===== src/rtl/divisor_sequencial_pkg.sv =====
// Shared definitions for the sequential restoring divider: state encoding,
// default operand width and the divide-by-zero quotient constant.
package divisor_sequencial_pkg;

    localparam int DEFAULT_SIZE = 32;

    typedef enum logic [1:0] {
        IDLE = 2'd0,
        CALC = 2'd1,
        FIX  = 2'd2
    } state_t;

    // Quotient reported when the divisor is zero (every bit set).
    localparam logic [DEFAULT_SIZE-1:0] DIV0_QUOTIENT = '1;

endpackage


===== src/rtl/divisor_sequencial_if.sv =====
// Request/response bundle between the control unit and the divider.
interface divisor_sequencial_if
    import divisor_sequencial_pkg::*;
#(
    parameter int SIZE = DEFAULT_SIZE
);
    logic            start;
    logic            sinal;
    logic [SIZE-1:0] a;
    logic [SIZE-1:0] b;
    logic            busy;
    logic            done;
    logic [SIZE-1:0] quociente;
    logic [SIZE-1:0] resto;
    logic            div_zero;

    modport master (
        output start, sinal, a, b,
        input  busy, done, quociente, resto, div_zero
    );

    modport slave (
        input  start, sinal, a, b,
        output busy, done, quociente, resto, div_zero
    );
endinterface


===== src/rtl/somador32bits.sv =====
// Parameterised ripple adder with carry in/out; the divider uses it as the
// trial subtractor (a + ~b + 1).
module somador32bits #(
    parameter int SIZE = 32
) (
    input  logic [SIZE-1:0] a,
    input  logic [SIZE-1:0] b,
    input  logic            cin,
    output logic [SIZE-1:0] s,
    output logic            cout
);
    assign {cout, s} = {1'b0, a} + {1'b0, b} + {{SIZE{1'b0}}, cin};
endmodule


===== src/rtl/divisor_sequencial.sv =====
// Iterative restoring divider for DIV/DIVU: one shift-and-trial-subtract step
// per clock on magnitudes, then a single fix-up cycle applies signs.
module divisor_sequencial
    import divisor_sequencial_pkg::*;
#(
    parameter int SIZE = DEFAULT_SIZE
) (
    input  logic                 clk,
    input  logic                 reset,
    divisor_sequencial_if.slave  bus
);
    localparam int              CNT_W = $clog2(SIZE);
    localparam logic [SIZE-1:0] ONE   = SIZE'(1);

    state_t           state_q, state_d;
    logic [CNT_W-1:0] cnt_q, cnt_d;
    logic [SIZE:0]    rem_q, rem_d;
    logic [SIZE-1:0]  dvd_q, dvd_d;
    logic [SIZE-1:0]  dvs_q, dvs_d;
    logic [SIZE-1:0]  raw_a_q, raw_a_d;
    logic             qneg_q, qneg_d;
    logic             rneg_q, rneg_d;
    logic             zero_q, zero_d;
    logic [SIZE-1:0]  quo_q, quo_d;
    logic [SIZE-1:0]  res_q, res_d;
    logic             dz_q, dz_d;
    logic             done_q, done_d;

    logic [SIZE:0]    shifted;
    logic [SIZE:0]    trial_b;
    logic [SIZE:0]    trial;
    logic             trial_cout;
    logic [SIZE-1:0]  abs_a, abs_b;
    logic             unused_rem_msb;

    // Magnitudes of the incoming operands (negated only for signed negatives).
    assign abs_a = (bus.sinal && bus.a[SIZE-1]) ? (~bus.a + ONE) : bus.a;
    assign abs_b = (bus.sinal && bus.b[SIZE-1]) ? (~bus.b + ONE) : bus.b;

    // The partial remainder never exceeds |b|-1, so its top bit is always 0
    // before the shift and drops out of the next step.
    assign shifted        = {rem_q[SIZE-1:0], dvd_q[SIZE-1]};
    assign trial_b        = ~{1'b0, dvs_q};
    assign unused_rem_msb = rem_q[SIZE];

    // Trial subtraction rem - |b|; carry out set means the result is non-negative.
    somador32bits #(.SIZE(SIZE + 1)) u_trial (
        .a    (shifted),
        .b    (trial_b),
        .cin  (1'b1),
        .s    (trial),
        .cout (trial_cout)
    );

    // Next-state and datapath update for the IDLE/CALC/FIX sequence.
    always_comb begin
        state_d = state_q;
        cnt_d   = cnt_q;
        rem_d   = rem_q;
        dvd_d   = dvd_q;
        dvs_d   = dvs_q;
        raw_a_d = raw_a_q;
        qneg_d  = qneg_q;
        rneg_d  = rneg_q;
        zero_d  = zero_q;
        quo_d   = quo_q;
        res_d   = res_q;
        dz_d    = dz_q;
        done_d  = 1'b0;
        case (state_q)
            IDLE: begin
                if (bus.start) begin
                    dvd_d   = abs_a;
                    dvs_d   = abs_b;
                    raw_a_d = bus.a;
                    qneg_d  = bus.sinal & (bus.a[SIZE-1] ^ bus.b[SIZE-1]);
                    rneg_d  = bus.sinal & bus.a[SIZE-1];
                    rem_d   = '0;
                    cnt_d   = '0;
                    zero_d  = (bus.b == '0);
                    state_d = (bus.b == '0) ? FIX : CALC;
                end
            end
            CALC: begin
                rem_d = trial_cout ? trial : shifted;
                dvd_d = {dvd_q[SIZE-2:0], trial_cout};
                cnt_d = cnt_q + CNT_W'(1);
                if (cnt_q == CNT_W'(SIZE - 1)) begin
                    state_d = FIX;
                end
            end
            FIX: begin
                if (zero_q) begin
                    quo_d = {SIZE{DIV0_QUOTIENT[0]}};
                    res_d = raw_a_q;
                    dz_d  = 1'b1;
                end else begin
                    quo_d = qneg_q ? (~dvd_q + ONE) : dvd_q;
                    res_d = rneg_q ? (~rem_q[SIZE-1:0] + ONE) : rem_q[SIZE-1:0];
                    dz_d  = 1'b0;
                end
                done_d  = 1'b1;
                state_d = IDLE;
            end
            default: state_d = IDLE;
        endcase
    end

    // State and datapath registers; reset clears everything, outputs included.
    always_ff @(posedge clk or posedge reset) begin
        if (reset) begin
            state_q <= IDLE;
            cnt_q   <= '0;
            rem_q   <= '0;
            dvd_q   <= '0;
            dvs_q   <= '0;
            raw_a_q <= '0;
            qneg_q  <= 1'b0;
            rneg_q  <= 1'b0;
            zero_q  <= 1'b0;
            quo_q   <= '0;
            res_q   <= '0;
            dz_q    <= 1'b0;
            done_q  <= 1'b0;
        end else begin
            state_q <= state_d;
            cnt_q   <= cnt_d;
            rem_q   <= rem_d;
            dvd_q   <= dvd_d;
            dvs_q   <= dvs_d;
            raw_a_q <= raw_a_d;
            qneg_q  <= qneg_d;
            rneg_q  <= rneg_d;
            zero_q  <= zero_d;
            quo_q   <= quo_d;
            res_q   <= res_d;
            dz_q    <= dz_d;
            done_q  <= done_d;
        end
    end

    assign bus.busy      = (state_q != IDLE);
    assign bus.done      = done_q;
    assign bus.quociente = quo_q;
    assign bus.resto     = res_q;
    assign bus.div_zero  = dz_q;
endmodule

===== src/flat_wrapper.sv =====
// flat-port wrapper written by rule: the top's interface ports become plain ports
module divisor_sequencial_flat import divisor_sequencial_pkg::*;
#(
    parameter int SIZE = DEFAULT_SIZE
)
  (clk, reset, bus_start, bus_sinal, bus_a, bus_b, bus_busy, bus_done, bus_quociente, bus_resto, bus_div_zero);
  divisor_sequencial_if #(.SIZE(SIZE)) bus_i ();
  input  logic clk;
  input  logic reset;
  input wire logic [$bits(bus_i.start)-1:0] bus_start;
  input wire logic [$bits(bus_i.sinal)-1:0] bus_sinal;
  input wire logic [$bits(bus_i.a)-1:0] bus_a;
  input wire logic [$bits(bus_i.b)-1:0] bus_b;
  output wire logic [$bits(bus_i.busy)-1:0] bus_busy;
  output wire logic [$bits(bus_i.done)-1:0] bus_done;
  output wire logic [$bits(bus_i.quociente)-1:0] bus_quociente;
  output wire logic [$bits(bus_i.resto)-1:0] bus_resto;
  output wire logic [$bits(bus_i.div_zero)-1:0] bus_div_zero;
  assign bus_i.start = bus_start;
  assign bus_i.sinal = bus_sinal;
  assign bus_i.a = bus_a;
  assign bus_i.b = bus_b;
  assign bus_busy = bus_i.busy;
  assign bus_done = bus_i.done;
  assign bus_quociente = bus_i.quociente;
  assign bus_resto = bus_i.resto;
  assign bus_div_zero = bus_i.div_zero;
  divisor_sequencial #(.SIZE(SIZE)) u_core (.clk(clk), .reset(reset), .bus(bus_i));
endmodule

===== config.mk =====
export PLATFORM = sky130hd
export DESIGN_NAME = divisor_sequencial_flat
export DESIGN_NICKNAME = d
export VERILOG_FILES = /design/src/rtl/divisor_sequencial_pkg.sv /design/src/rtl/divisor_sequencial_if.sv /design/src/rtl/somador32bits.sv /design/src/rtl/divisor_sequencial.sv /design/src/flat_wrapper.sv
export SDC_FILE = /design/constraint.sdc
export NUM_CORES = 1
export LEC_CHECK = 0
export BUFFER_PORTS_ARGS = -buffer_cell sky130_fd_sc_hd__clkbuf_2
export CORE_UTILIZATION = 54
export CTS_BUF_LIST = sky130_fd_sc_hd__clkbuf_16
export CTS_CLUSTER_DIAMETER = 150
export CTS_CLUSTER_SIZE = 40
export DETAILED_ROUTE_END_ITERATION = 7
export PLACE_DENSITY = 0.88
export REMOVE_ABC_BUFFERS = 1
export SYNTH_ARGS = -nofsm -noshare
export SYNTH_HDL_FRONTEND = slang
export SYNTH_SLANG_ARGS = --single-unit

===== constraint.sdc =====
create_clock -name clk -period 6 [get_ports clk]
set_input_delay 0.9 -clock clk [delete_from_list [all_inputs] [get_ports clk]]
set_output_delay 0.9 -clock clk [all_outputs]
set_load 0.03 [all_outputs]

Yosys cells after proc, flatten, opt, wreduce, memory -nomap -nowiden
Index checks and enable logic that the tools add are counted.
W data, S select, Z words.
{"block": "totals", "ramBits": 0, "out_inout_bits": 67, "wordCells": 61, "regBits": 204, "romBits": 0, "inputBits": 68, "latchBits": 0, "mem_count": 0}
{"block": "classes", "eq_ne": 5, "multipliers": 0, "mux": 19, "addsub": 7, "n_bitwise": 8, "n_shift": 0, "n_div": 0, "n_lt_le_gt_ge": 0, "n_reduce_logical": 9}
{"op": "$mux W32", "n": 9}
{"op": "$add A32 B1 Y32 const B", "n": 4}
{"op": "$not A32 Y32", "n": 4}
{"op": "$pmux W32 S2", "n": 2}
{"op": "$add A33 B33 Y34", "n": 1}
{"op": "$add A34 B1 Y34 const B", "n": 1}
{"op": "$not A32 Y33", "n": 1}
{"op": "$logic_not A32 Y1", "n": 1}
{"op": "$pmux W5 S2", "n": 1}
{"op": "$mux W2", "n": 3}
{"op": "$reduce_and A2 Y1", "n": 3}
{"op": "$add A5 B1 Y5 const B", "n": 1}
{"op": "$eq A5 B5 Y1 const B", "n": 1}
{"op": "$mux W5", "n": 1}
{"op": "$pmux W2 S2", "n": 1}
{"op": "$reduce_bool A2 Y1", "n": 2}
{"op": "$and A1 B1 Y1", "n": 2}
{"op": "$eq A2 B1 Y1 const B", "n": 1}
{"op": "$eq A2 B2 Y1 const B", "n": 1}
{"op": "$logic_and A1 B1 Y1", "n": 2}
{"op": "$logic_not A2 Y1", "n": 1}
{"op": "$mux W1", "n": 2}
{"op": "$ne A2 B1 Y1 const B", "n": 1}
{"op": "$ne A2 B2 Y1 const B", "n": 1}
{"op": "$xor A1 B1 Y1", "n": 1}

Longest topological paths before layout
Gate-level depths: netlist of run 1.
{"block": "depth", "ltp_word": 5, "ltp_mapped": 14, "mapped_depth_nobuf": 12}

By module
From an unflattened synthesis of run 1, not the netlist that was laid out.
{"block": "unflattened", "hier_cells": 1579, "hier_area_um2": 13407.9}
{"mod": "divisor_sequencial", "n_inst": 1, "area_each_um2": 11308.3, "seq_area_each_um2": 5104.9, "cells_each": 1287}
{"mod": "somador32bits", "n_inst": 1, "area_each_um2": 2099.5, "seq_area_each_um2": 0.0, "cells_each": 292}

Worst setup path after synthesis of run 1
No wires, ideal clock.
{"block": "synth_timing", "path_type": "reg-to-reg", "start": "register u_core.rem_q[14]", "end": "register u_core.rem_q[12]", "path_stages_with_launch": 12, "setup_ns": 0.133, "required_time_ns": 5.867, "n_path_buf": 3, "arrival_ns": 3.212, "slack_ns": 2.655, "cell_sequence": "dfrtp_1 ha_1 clkbuf_1 nand4_1 or3_1 o21ai_1 a211oi_1 clkbuf_1 nor2_1 buf_2 mux2i_1 o21ai_0"}
{"block": "synth_between", "elab_chain_cells": 4}
{"item": "start: declaration", "line_no": "divisor_sequencial.sv:17", "text": "logic [SIZE:0] rem_q, rem_d;"}
{"item": "start signal: assignment", "line_no": "divisor_sequencial.sv:128", "text": "rem_q <= rem_d;"}
{"item": "$add A33 B33 Y34", "line_no": "somador32bits.sv:12", "text": "assign {cout, s} = {1'b0, a} + {1'b0, b} + {{SIZE{1'b0}}, cin};"}
{"item": "$add A34 B1 Y34", "line_no": "somador32bits.sv:12"}
{"item": "$mux W32", "line_no": "divisor_sequencial.sv:85", "text": "rem_d = trial_cout ? trial : shifted;"}
{"item": "$pmux W32 S2", "line_no": "divisor_sequencial.sv:70", "text": "case (state_q)"}
No other way between the ends.
A chain may end at the register's enable or synchronous reset.

Worst setup path in the final report of run 1
{"block": "layout_timing", "start": "register u_core.rem_q[6]", "end": "register u_core.rem_q[28]"}
The elaborated chain is that of the path after synthesis.

==> flow_metrics.env, run 1 <==
export IMPL_status="finished clean"
export IMPL_clkTransAtPathRegs_ps=150
export IMPL_diodes=0
export IMPL_yosys_warnings=0
export IMPL_hp_start="u_core.dvs_q[3]"
export IMPL_yosys_area_top_type_share=0.411
export IMPL_synth_edf_count=0
export IMPL_yosys_top_cells_area="dfrtp_1 (41%), nand2_1 (7.2%), o21ai_0 (7.0%)"
export IMPL_drt_pass1_iter_count=5
export IMPL_yosys_area_top_type="dfrtp_1"
export IMPL_grt_pass1_vias=10300
export IMPL_layout_nets=1649
export IMPL_whs_ps=491
export IMPL_pwr_share_comb=0.567
export IMPL_drt_met1_wl_um=13400
export IMPL_dieWidth_um=154
export IMPL_avgViaCountPerCell=5.95
export IMPL_grt_max_degree=102
export IMPL_slowest_delay_ps=920
export IMPL_endpoint_kind="register"
export IMPL_fmax_ghz=0.235
export IMPL_p_int_mw=3.96
export IMPL_crit_start="u_core.rem_q[6]"
export IMPL_rsz0062_at_grt="no"
export IMPL_drc=0
export IMPL_r2r_start="u_core.rem_q[6]"
export IMPL_final_core_util=0.599
export IMPL_antenna_found_initial=0
export IMPL_floorplan_initialDensity=0.551
export IMPL_die_area_um2=23600
export IMPL_ctsHtreeMaxLevel=1
export IMPL_critPathLaunchType="register"
export IMPL_cts_resized=0
export IMPL_hold_buffers=0
export IMPL_worstPathBufferInverterCount=1
export IMPL_cts_sinks=204
export IMPL_clockBufferDepth=3
export IMPL_slowest_stage="a211oi_1"
export IMPL_cellLeakagePower_nw=6.15
export IMPL_cts_buffers_inserted=9
export IMPL_power_density_nw_per_um2=554
export IMPL_final_max_slew_violation_count=0
export IMPL_worst_ep_arrival_time_ps=4620
export IMPL_grt_pass1_wl_um=50900
export IMPL_syn_area_um2=12400
export IMPL_hold_class="register to register"
export IMPL_portBuffers=134
export IMPL_syn_inst=1467
export IMPL_drive_gt1_frac=0.115
export IMPL_reg2reg_depth=11
export IMPL_cp_depth=11
export IMPL_ioPinCount=135
export IMPL_min_period_ps=4250
export IMPL_dr_wl_met3_um=1870
export IMPL_synth_ff_type="dfrtp_1"
export IMPL_path_max_fanout=11
export IMPL_gp_congestion=0.928
export IMPL_cts_tree="built"
export IMPL_p_seq_frac=0.337
export IMPL_fp_dieH_um=154
export IMPL_overflow=0
export IMPL_ant_nets=0
export IMPL_crit_chain="ha_1, a21o_1, a21oi_1, o21ai_0, a22oi_1, o21ai_1, a211oi_1, nor2_1, buf_4, nand2_1, o21ai_0"
export IMPL_final_common_cell="nand2_1"
export IMPL_worst_pin_slew_ps=1200
export IMPL_drt_iter0_markers=989
export IMPL_crit_family="compound AO/OA/AOI/OAI gates"
export IMPL_layout_common_cells="nand2_1 (238), dfrtp_1 (203), o21ai_0 (175)"
export IMPL_synth_seq_cells=204
export IMPL_setup_viol=0
export IMPL_max_vdd_ir_drop_uv=286
export IMPL_cp_required_ps=6370
export IMPL_wl_per_cell_um=16.7
export IMPL_met2RoutedLength_um=14500
export IMPL_period_share=0.708
export IMPL_hold_depth=2
export IMPL_critPathKind="register to register"
export IMPL_ys_async_sr_fraction=1.00
export IMPL_maxCapViolCount=0
export IMPL_power_switching_mw=3.53
export IMPL_synth_cell_types=67
export IMPL_track_usage=0.261
export IMPL_drt_wl_total_um=30500
export IMPL_top_layer="met4"
export IMPL_fin_tns_setup_ps=0
export IMPL_hpwl_um=22500
export IMPL_skew_ps=63.2
export IMPL_root_buffer="clkbuf_16"
export IMPL_vias=10900
export IMPL_post_cts_setup_buffers=0
export IMPL_syn_avg_cell_area_um2=8.47
export IMPL_clk_latency_ps=480
export IMPL_crit_top_cell="o21ai_0"
export IMPL_finalPower_mw=7.49
export IMPL_area_growth_pct=8.72
export IMPL_swShare=0.471
export IMPL_clkPwrFrac=0.096
export IMPL_rows=55
export IMPL_seq_area_frac_synth=0.411
export IMPL_maxSlewHeadroom=0.201
export IMPL_coreArea_um2=22600
export IMPL_hold_viol_final=0
==> through the flow <==
stage | std cells | area (µm²) | setup WS [ps]
after floorplan | 1389 | 12100 | -467
after global placement | 1816 | 13300 | 2000
after detailed placement | 1816 | 13300 | 1840
after CTS | 1827 | 13500 | 1820
after global routing | 1827 | 13500 | 1430
final | 1827 | 13500 | 1750
==> sequential cells by signal, indices dropped and copies added, names as in the netlist <==
register and count:
u_core.dvs_q 32, u_core.bus.quociente 32, u_core.raw_a_q 32, u_core.bus.done 1, u_core.bus.resto 32, u_core.zero_q 1, u_core.dvd_q 32, u_core.qneg_q 1
u_core.state_q 2, u_core.rem_q 32, u_core.rneg_q 1, u_core.cnt_q 5, u_core.bus.div_zero 1
==> logic make-up after synthesis <==
family | after synthesis | share of synthesized area
DFF | 204 | 0.411
and+or+nand+nor | 477 | 0.174
xor gates and xnor gates | 141 | 0.0994
AOI/OAI and AO/OA | 442 | 0.211
buffers and inverters | 136 | 0.0421
adders and majority gates | 39 | 0.0399
muxes | 28 | 0.0228
==> worst min-delay path, stage by stage, from the launching register on <==
cell     delay (ps)
dfrtp_1         350
nand2_1          50
o21ai_0          60
==> Yosys cell counts, types with 7 or more instances <==
| library cell | count |
|---|---|
| nand2_1 | 239 |
| o41ai_1 | 12 |
| o31ai_1 | 22 |
| xor2_1 | 74 |
| nor2_1 | 101 |
| a21oi_1 | 120 |
| nand4_1 | 7 |
| o21ai_0 | 175 |
| or3_1 | 7 |
| nor4_1 | 12 |
| nor2b_1 | 12 |
| nand2b_1 | 11 |
| inv_1 | 56 |
| dfrtp_1 | 204 |
| nand3_1 | 14 |
| o22ai_1 | 20 |
| and3_1 | 10 |
| a32oi_1 | 9 |
| ha_1 | 38 |
| a31oi_1 | 7 |
| nor3_1 | 23 |
| a22oi_1 | 17 |
| a211oi_1 | 9 |
| or4_1 | 17 |
| clkbuf_1 | 69 |
| mux2i_1 | 26 |
| xnor2_1 | 67 |
| o21a_1 | 8 |
| a21o_1 | 9 |
==> power groups by stage <==
stage	Combinational (mW)	Clock, mW	Sequential, mW
final	4.25	0.722	2.52
after global routing	4.75	0.778	2.59
after CTS	4.22	0.732	2.50
after detailed placement	4.19	0	2.52
after global placement	4.06	0	2.49
after floorplan	3.22	0	2.41
==> area by class of cell <==
cell class / instances / area (µm²)
Clock buffer: 9 / 225
Clock inverter: 2 / 33.8
Fill cell: 1948 / 9060
Inverter: 58 / 225
Multi-Input combinational cell: 1127 / 6840
Sequential cell: 204 / 5110
Tap cell: 285 / 357
Timing Repair Buffer: 142 / 731
==> layer usage <==
layer  GRT usage  vias up
li1            -     5291
met1       0.358     5119
met2       0.441      400
met3      0.0186       62
met4      0.0790        0
met5           0        -
==> worst paths after layout <==
check / endpoint / slack, ps
worst max-delay path: u_core.rem_q[28] / 1750
worst min-delay path: u_core.dvs_q[3] / 490
worst max register to register: u_core.rem_q[28] / 1750
worst min register to register: u_core.dvs_q[3] / 490
max in group asynchronous: u_core.zero_q / 4190
min in group asynchronous: u_core.bus.quociente[2] / 530
Power figures use the tool's default switching activity.
==> inputs of run 2 (changes only) <==
Settings changed: ABC_AREA set to 1, CORE_UTILIZATION 54 to 60, PLACE_DENSITY 0.88 to 0.91.
Clock period 6 ns to 4.2 ns, I/O delays scaled along.
==> run 2 against run 1 <==
Net effect:
- largest cell class unchanged
- flip-flop and latch count stayed put
- sequential power is 47% higher
- clock-buffer cell count stayed put
- critical endpoint is now u_core.dvd_q[31]
- largest power group unchanged
- first-iteration DRC count is 90% higher
==> flow_metrics.env, run 2 <==
export IMPL_fin_tns_setup_ps=0
export IMPL_critPathKind="register to register"
export IMPL_post_synth_top_count_cell="nand2_1"
export IMPL_critPathLaunchType="register"
export IMPL_maxSlewHeadroom=0.434
export IMPL_hold_class="input port to async pin"
export IMPL_crit_family="buffers and inverters"
export IMPL_hold_viol_final=0
export IMPL_skew_ps=35.1
export IMPL_drt_iter0_markers=1876
export IMPL_fin_cells=2632
export IMPL_power_switching_mw=7.75
export IMPL_min_period_ps=2780
export IMPL_dp_cells=2621
export IMPL_ys_async_sr_fraction=1.00
export IMPL_wl_per_cell_um=17.2
export IMPL_coreArea_um2=23600
export IMPL_status="finished clean"
export IMPL_clkPwrFrac=0.078
export IMPL_hpwl_um=35100
export IMPL_synth_cell_types=53
export IMPL_vias=15200
export IMPL_drt_pass1_iter_count=6
export IMPL_cts_tree="built"
export IMPL_pwr_share_comb=0.657
export IMPL_r2r_end="u_core.dvd_q[31]"
export IMPL_track_usage=0.371
export IMPL_rsz0062_at_grt="no"
export IMPL_portBuffers=134
export IMPL_crit_chain="nor2_1, nand2_4, inv_2, nor2_2, inv_2, o22ai_1, nor3_1"
export IMPL_yosys_top_cells_area="dfrtp_1 (35%), nand2_1 (17%), nand3_1 (9.2%)"
export IMPL_n_fill_cell=2151
export IMPL_p_int_mw=6.23
export IMPL_syn_area_um2=14500
export IMPL_ctsHtreeMaxLevel=1
export IMPL_slowest_delay_ps=580
export IMPL_layout_nets=2420
export IMPL_r2r_start="u_core.state_q[0]"
export IMPL_dieWidth_um=158
export IMPL_swShare=0.554
export IMPL_layout_common_cells="nand2_1 (672), inv_1 (298), nand3_1 (267)"
export IMPL_endpoint_kind="register"
export IMPL_max_vdd_ir_drop_uv=861
export IMPL_worst_pin_slew_ps=843
export IMPL_worstPathBufferInverterCount=2
export IMPL_grt_pass1_vias=13900
export IMPL_period_share=0.661
export IMPL_syn_inst=2229
export IMPL_slowest_stage="inv_2"
export IMPL_floorplan_initialDensity=0.615
export IMPL_drc=0
export IMPL_cellLeakagePower_nw=8.25
export IMPL_die_area_um2=24800
export IMPL_cp_depth=7
export IMPL_hold_buffers=0
export IMPL_seq_area_frac_synth=0.351
export IMPL_final_common_cell="nand2_1"
export IMPL_grt_pass1_wl_um=71500
export IMPL_cp_required_ps=4610
export IMPL_overflow=0
export IMPL_fin_area_um2=15700
export IMPL_cts_resized=0
export IMPL_cts_buffers_inserted=9
export IMPL_yosys_area_top_type_share=0.351
export IMPL_setup_viol=0
export IMPL_power_density_nw_per_um2=892
export IMPL_root_buffer="clkbuf_16"
export IMPL_ioPinCount=135
export IMPL_gp_congestion=0.988
export IMPL_finalPower_mw=14.0
export IMPL_synth_seq_cells=204
export IMPL_drt_wl_total_um=45400
export IMPL_ff2ff_setup_slack_ps=1420
export IMPL_yosys_area_top_type="dfrtp_1"
export IMPL_fp_dieH_um=158
export IMPL_clkTransAtPathRegs_ps=150
export IMPL_synth_ff_type="dfrtp_1"
export IMPL_path_max_fanout=58
export IMPL_reg2reg_depth=7
export IMPL_yosys_warnings=0
export IMPL_post_cts_setup_buffers=0
export IMPL_ant_nets=0
export IMPL_worst_ep_arrival_time_ps=3190
export IMPL_synth_top_cells_by_count="nand2_1 (673), inv_1 (299), nand3_1 (267)"
export IMPL_fmax_ghz=0.360
export IMPL_clk_latency_ps=490
export IMPL_drive_gt1_frac=0.0964
export IMPL_synth_edf_count=0
export IMPL_clockBufferDepth=3
export IMPL_syn_avg_cell_area_um2=6.52
export IMPL_p_seq_frac=0.265
export IMPL_cts_sinks=204
export IMPL_grt_max_degree=120
export IMPL_final_max_slew_violation_count=0
export IMPL_dpl_cell_area_um2=15400
export IMPL_diodes=0
export IMPL_area_growth_pct=7.93
export IMPL_crit_top_cell="inv_2"
export IMPL_rows=56
export IMPL_maxCapViolCount=0
export IMPL_avgViaCountPerCell=5.77
export IMPL_antenna_found_initial=0
[run 2: cell families (layout without fill, tap and decap cells)]
group           count (synthesis)  in the layout  share of synthesized area
fa+ha+maj                      39             39                     0.0341
buf+inv                       393            477                      0.105
flops                         204            204                      0.351
compound gates                307            307                      0.119
simple gates                 1239           1239                      0.362
xor+xnor                       47             47                     0.0283
[run 2: through the flow]
stage,utilization,setup WS [ps],hold WS [ps]
after floorplan,-,-2000,449
after global placement,0.653,1560,461
after detailed placement,0.653,1420,470
after CTS,0.664,1450,332
after global routing,0.664,1200,358
final,0.664,1420,292
[run 2: layout make-up]
cell class	count	area [µm²]	area share
Clock buffer	9	225	0.0144
Clock inverter	2	46.3	0.00295
Inverter	316	1190	0.0761
Multi-Input combinational cell	1632	7920	0.505
Sequential cell	204	5100	0.326
Tap cell	319	399	0.0255
Timing Repair Buffer	150	791	0.0504
[run 2: power groups by stage]
| stage | clock (mW) | combinational, mW | sequential (mW) |
|---|---|---|---|
| 6_report | 1.09 | 9.19 | 3.71 |
| 3_5_place_dp | 0 | 8.99 | 3.71 |
| 4_1_cts | 1.11 | 9.05 | 3.68 |
| 5_1_grt | 1.15 | 10.3 | 3.80 |
| 3_3_place_gp | 0 | 8.83 | 3.69 |
| 2_1_floorplan | 0 | 6.05 | 4.15 |
[run 2: worst max-delay path by stage]
stage,slack [ps],to,startpoint
2_1_floorplan,-2000,u_core.bus.div_zero,reset
5_1_grt,1200,u_core.dvd_q[8],u_core.state_q[1]
6_report,1420,u_core.dvd_q[31],u_core.state_q[0]
3_5_place_dp,1420,u_core.dvs_q[16],bus_sinal
4_1_cts,1450,u_core.dvd_q[31],u_core.state_q[0]
3_3_place_gp,1560,u_core.dvs_q[16],bus_sinal
[run 2: worst register-to-register path, cell delays in order (launching register included)]
cell and delay [ps]:
dfrtp_1 450, nor2_1 320, nand2_4 400, inv_2 480, nor2_2 80, inv_2 580, o22ai_1 180, nor3_1 220
[run 2: layer usage]
| layer | track usage | wire (µm) | vias to the layer above |
|---|---|---|---|
| li1 | - | - | 7320 |
| met1 | 0.535 | 20200 | 6998 |
| met2 | 0.560 | 19000 | 778 |
| met3 | 0.0788 | 4800 | 90 |
| met4 | 0.103 | 1300 | 0 |
| met5 | 0 | 0 | - |
==> inputs of run 3 (changes only) <==
Settings changed: ABC_AREA 1 to 0, PLACE_DENSITY 0.91 to 0.92.
Clock period 4.2 ns to 2.9 ns, I/O delays scaled along.
==> run 3 against run 2 <==
Net effect:
- the flow now finishes with violations (setup timing)
- sequential share of layout area rose by 1.1 points
- critical endpoint is now u_core.bus.quociente[25]
- clock power rose by 40%
- first-iteration DRC count fell by 30%
- highest routed layer unchanged
- via count fell by 18%
- non-clock buffer count rose by 159
==> flow_metrics.env, run 3 (synthesis results as in run 1) <==
export IMPL_die_area_um2=21300
export IMPL_whs_ps=191
export IMPL_rsz0062_at_grt="yes"
export IMPL_power_density_nw_per_um2=1220
export IMPL_final_max_slew_violation_count=0
export IMPL_worst_slack_ps=-429
export IMPL_cts_sinks=204
export IMPL_fp_dieH_um=146
export IMPL_drive_gt1_frac=0.225
export IMPL_dieWidth_um=146
export IMPL_overflow=0
export IMPL_fmax_ghz=0.300
export IMPL_worst_ep_arrival_time_ps=3710
export IMPL_cts_buffers_inserted=9
export IMPL_gp_congestion=0.931
export IMPL_coreArea_um2=20300
export IMPL_cellLeakagePower_nw=7.05
export IMPL_drc=0
export IMPL_layout_nets=1816
export IMPL_clk_latency_ps=500
export IMPL_cp_required_ps=3280
export IMPL_antenna_found_initial=0
export IMPL_ctsHtreeMaxLevel=1
export IMPL_avgViaCountPerCell=6.31
export IMPL_clockBufferDepth=3
export IMPL_grt_pass1_wl_um=58300
export IMPL_dpl_worst_slack_ps=-433
export IMPL_grt_pass1_vias=11900
export IMPL_critPathKind="register to register"
export IMPL_hold_viol_final=0
export IMPL_portBuffers=134
export IMPL_clkTransAtPathRegs_ps=150
export IMPL_fin_area_um2=15200
export IMPL_drt_iter0_markers=1314
export IMPL_max_vdd_ir_drop_uv=640
export IMPL_reg2reg_depth=9
export IMPL_root_buffer="clkbuf_16"
export IMPL_cts_tree="built"
export IMPL_ant_nets=0
export IMPL_critPathLaunchType="register"
export IMPL_floorplan_initialDensity=0.612
export IMPL_drt_wl_total_um=37000
export IMPL_finalPower_mw=18.5
export IMPL_period_share=1.15
export IMPL_final_common_cell="nand2_1"
export IMPL_hold_depth=3
export IMPL_fin_tns_setup_ps=-3430
export IMPL_skew_ps=67.2
export IMPL_min_period_ps=3330
export IMPL_hold_class="input port to register"
export IMPL_track_usage=0.336
export IMPL_hpwl_um=25500
export IMPL_rows=52
export IMPL_worst_pin_slew_ps=1360
export IMPL_grt_max_degree=81
export IMPL_maxCapViolCount=0
export IMPL_layout_common_cells="nand2_1 (236), dfrtp_1 (203), o21ai_0 (160)"
export IMPL_path_max_fanout=5
export IMPL_drt_pass1_iter_count=8
export IMPL_vias=12500
export IMPL_setup_viol=10
export IMPL_dpl_cell_area_um2=14300
export IMPL_wl_per_cell_um=18.7
export IMPL_endpoint_kind="register"
export IMPL_ioPinCount=135
export IMPL_diodes=0
export IMPL_maxSlewHeadroom=0.0930
export IMPL_violations="setup timing"
export IMPL_area_growth_pct=22.1
export IMPL_status="complete, but fails checks"
## run 3: area by class of cell
| class | count | area (µm²) |
|---|---|---|
| fill | 1307 | 5130 |
| inverter | 58 | 225 |
| timing repair buffer | 309 | 2080 |
| clock inverter | 2 | 33.8 |
| sequential | 204 | 5110 |
| clock buffer | 9 | 225 |
| tap | 270 | 338 |
| multi-input combinational | 1127 | 7160 |
## run 3: worst paths after layout
check,to,slack [ps],start
worst max-delay path,u_core.bus.quociente[25],-430,u_core.dvd_q[2]
worst min-delay path,u_core.raw_a_q[5],190,bus_a[5]
worst max register to register,u_core.bus.quociente[25],-430,u_core.dvd_q[2]
worst min register to register,u_core.dvs_q[5],480,u_core.dvs_q[5]
max in group asynchronous,u_core.dvd_q[15],1570,reset
min in group asynchronous,u_core.bus.quociente[0],500,reset
## run 3: report_power, final
part	total (mW)	leakage (nW)	switching, mW	internal (mW)
clock network	1.53	0.128	0.942	0.588
logic	12.0	4.31	6.61	5.42
registers	4.94	2.61	1.03	3.91
total	18.5	7.05	8.58	9.91
## run 3: critical path, stage by stage, from the launching register on
cell,delay (ps)
dfrtp_1,440
nor4_4,340
nand2_1,140
or4_4,450
or3_4,380
or4_4,440
or4_4,500
o31ai_2,250
xor2_1,180
a21oi_1,90
## run 3: what timing repair did
item | 4_1_cts | 5_1_grt
setup endpoints to repair | 39 | 41
hold buffers | 1 | 0
gates resized for setup | 44 | 39
buffers inserted | 22 | 11
pin swaps | 28 | 34
hold endpoints to repair | 21 | 0
## run 3: layer usage
layer,global-route usage,share of wire,vias to the layer above
met5,0,0,-
met4,0.160,0.046,0
met3,0.0335,0.082,149
met2,0.580,0.49,775
met1,0.426,0.38,5932
li1,-,-,5631
## run 3: stage by stage
step / std cells / utilization
2_1_floorplan: 1389 / -
3_3_place_gp: 1938 / 0.705
3_5_place_dp: 1938 / 0.705
4_1_cts: 1971 / 0.735
5_1_grt: 1979 / 0.747
6_report: 1979 / 0.747
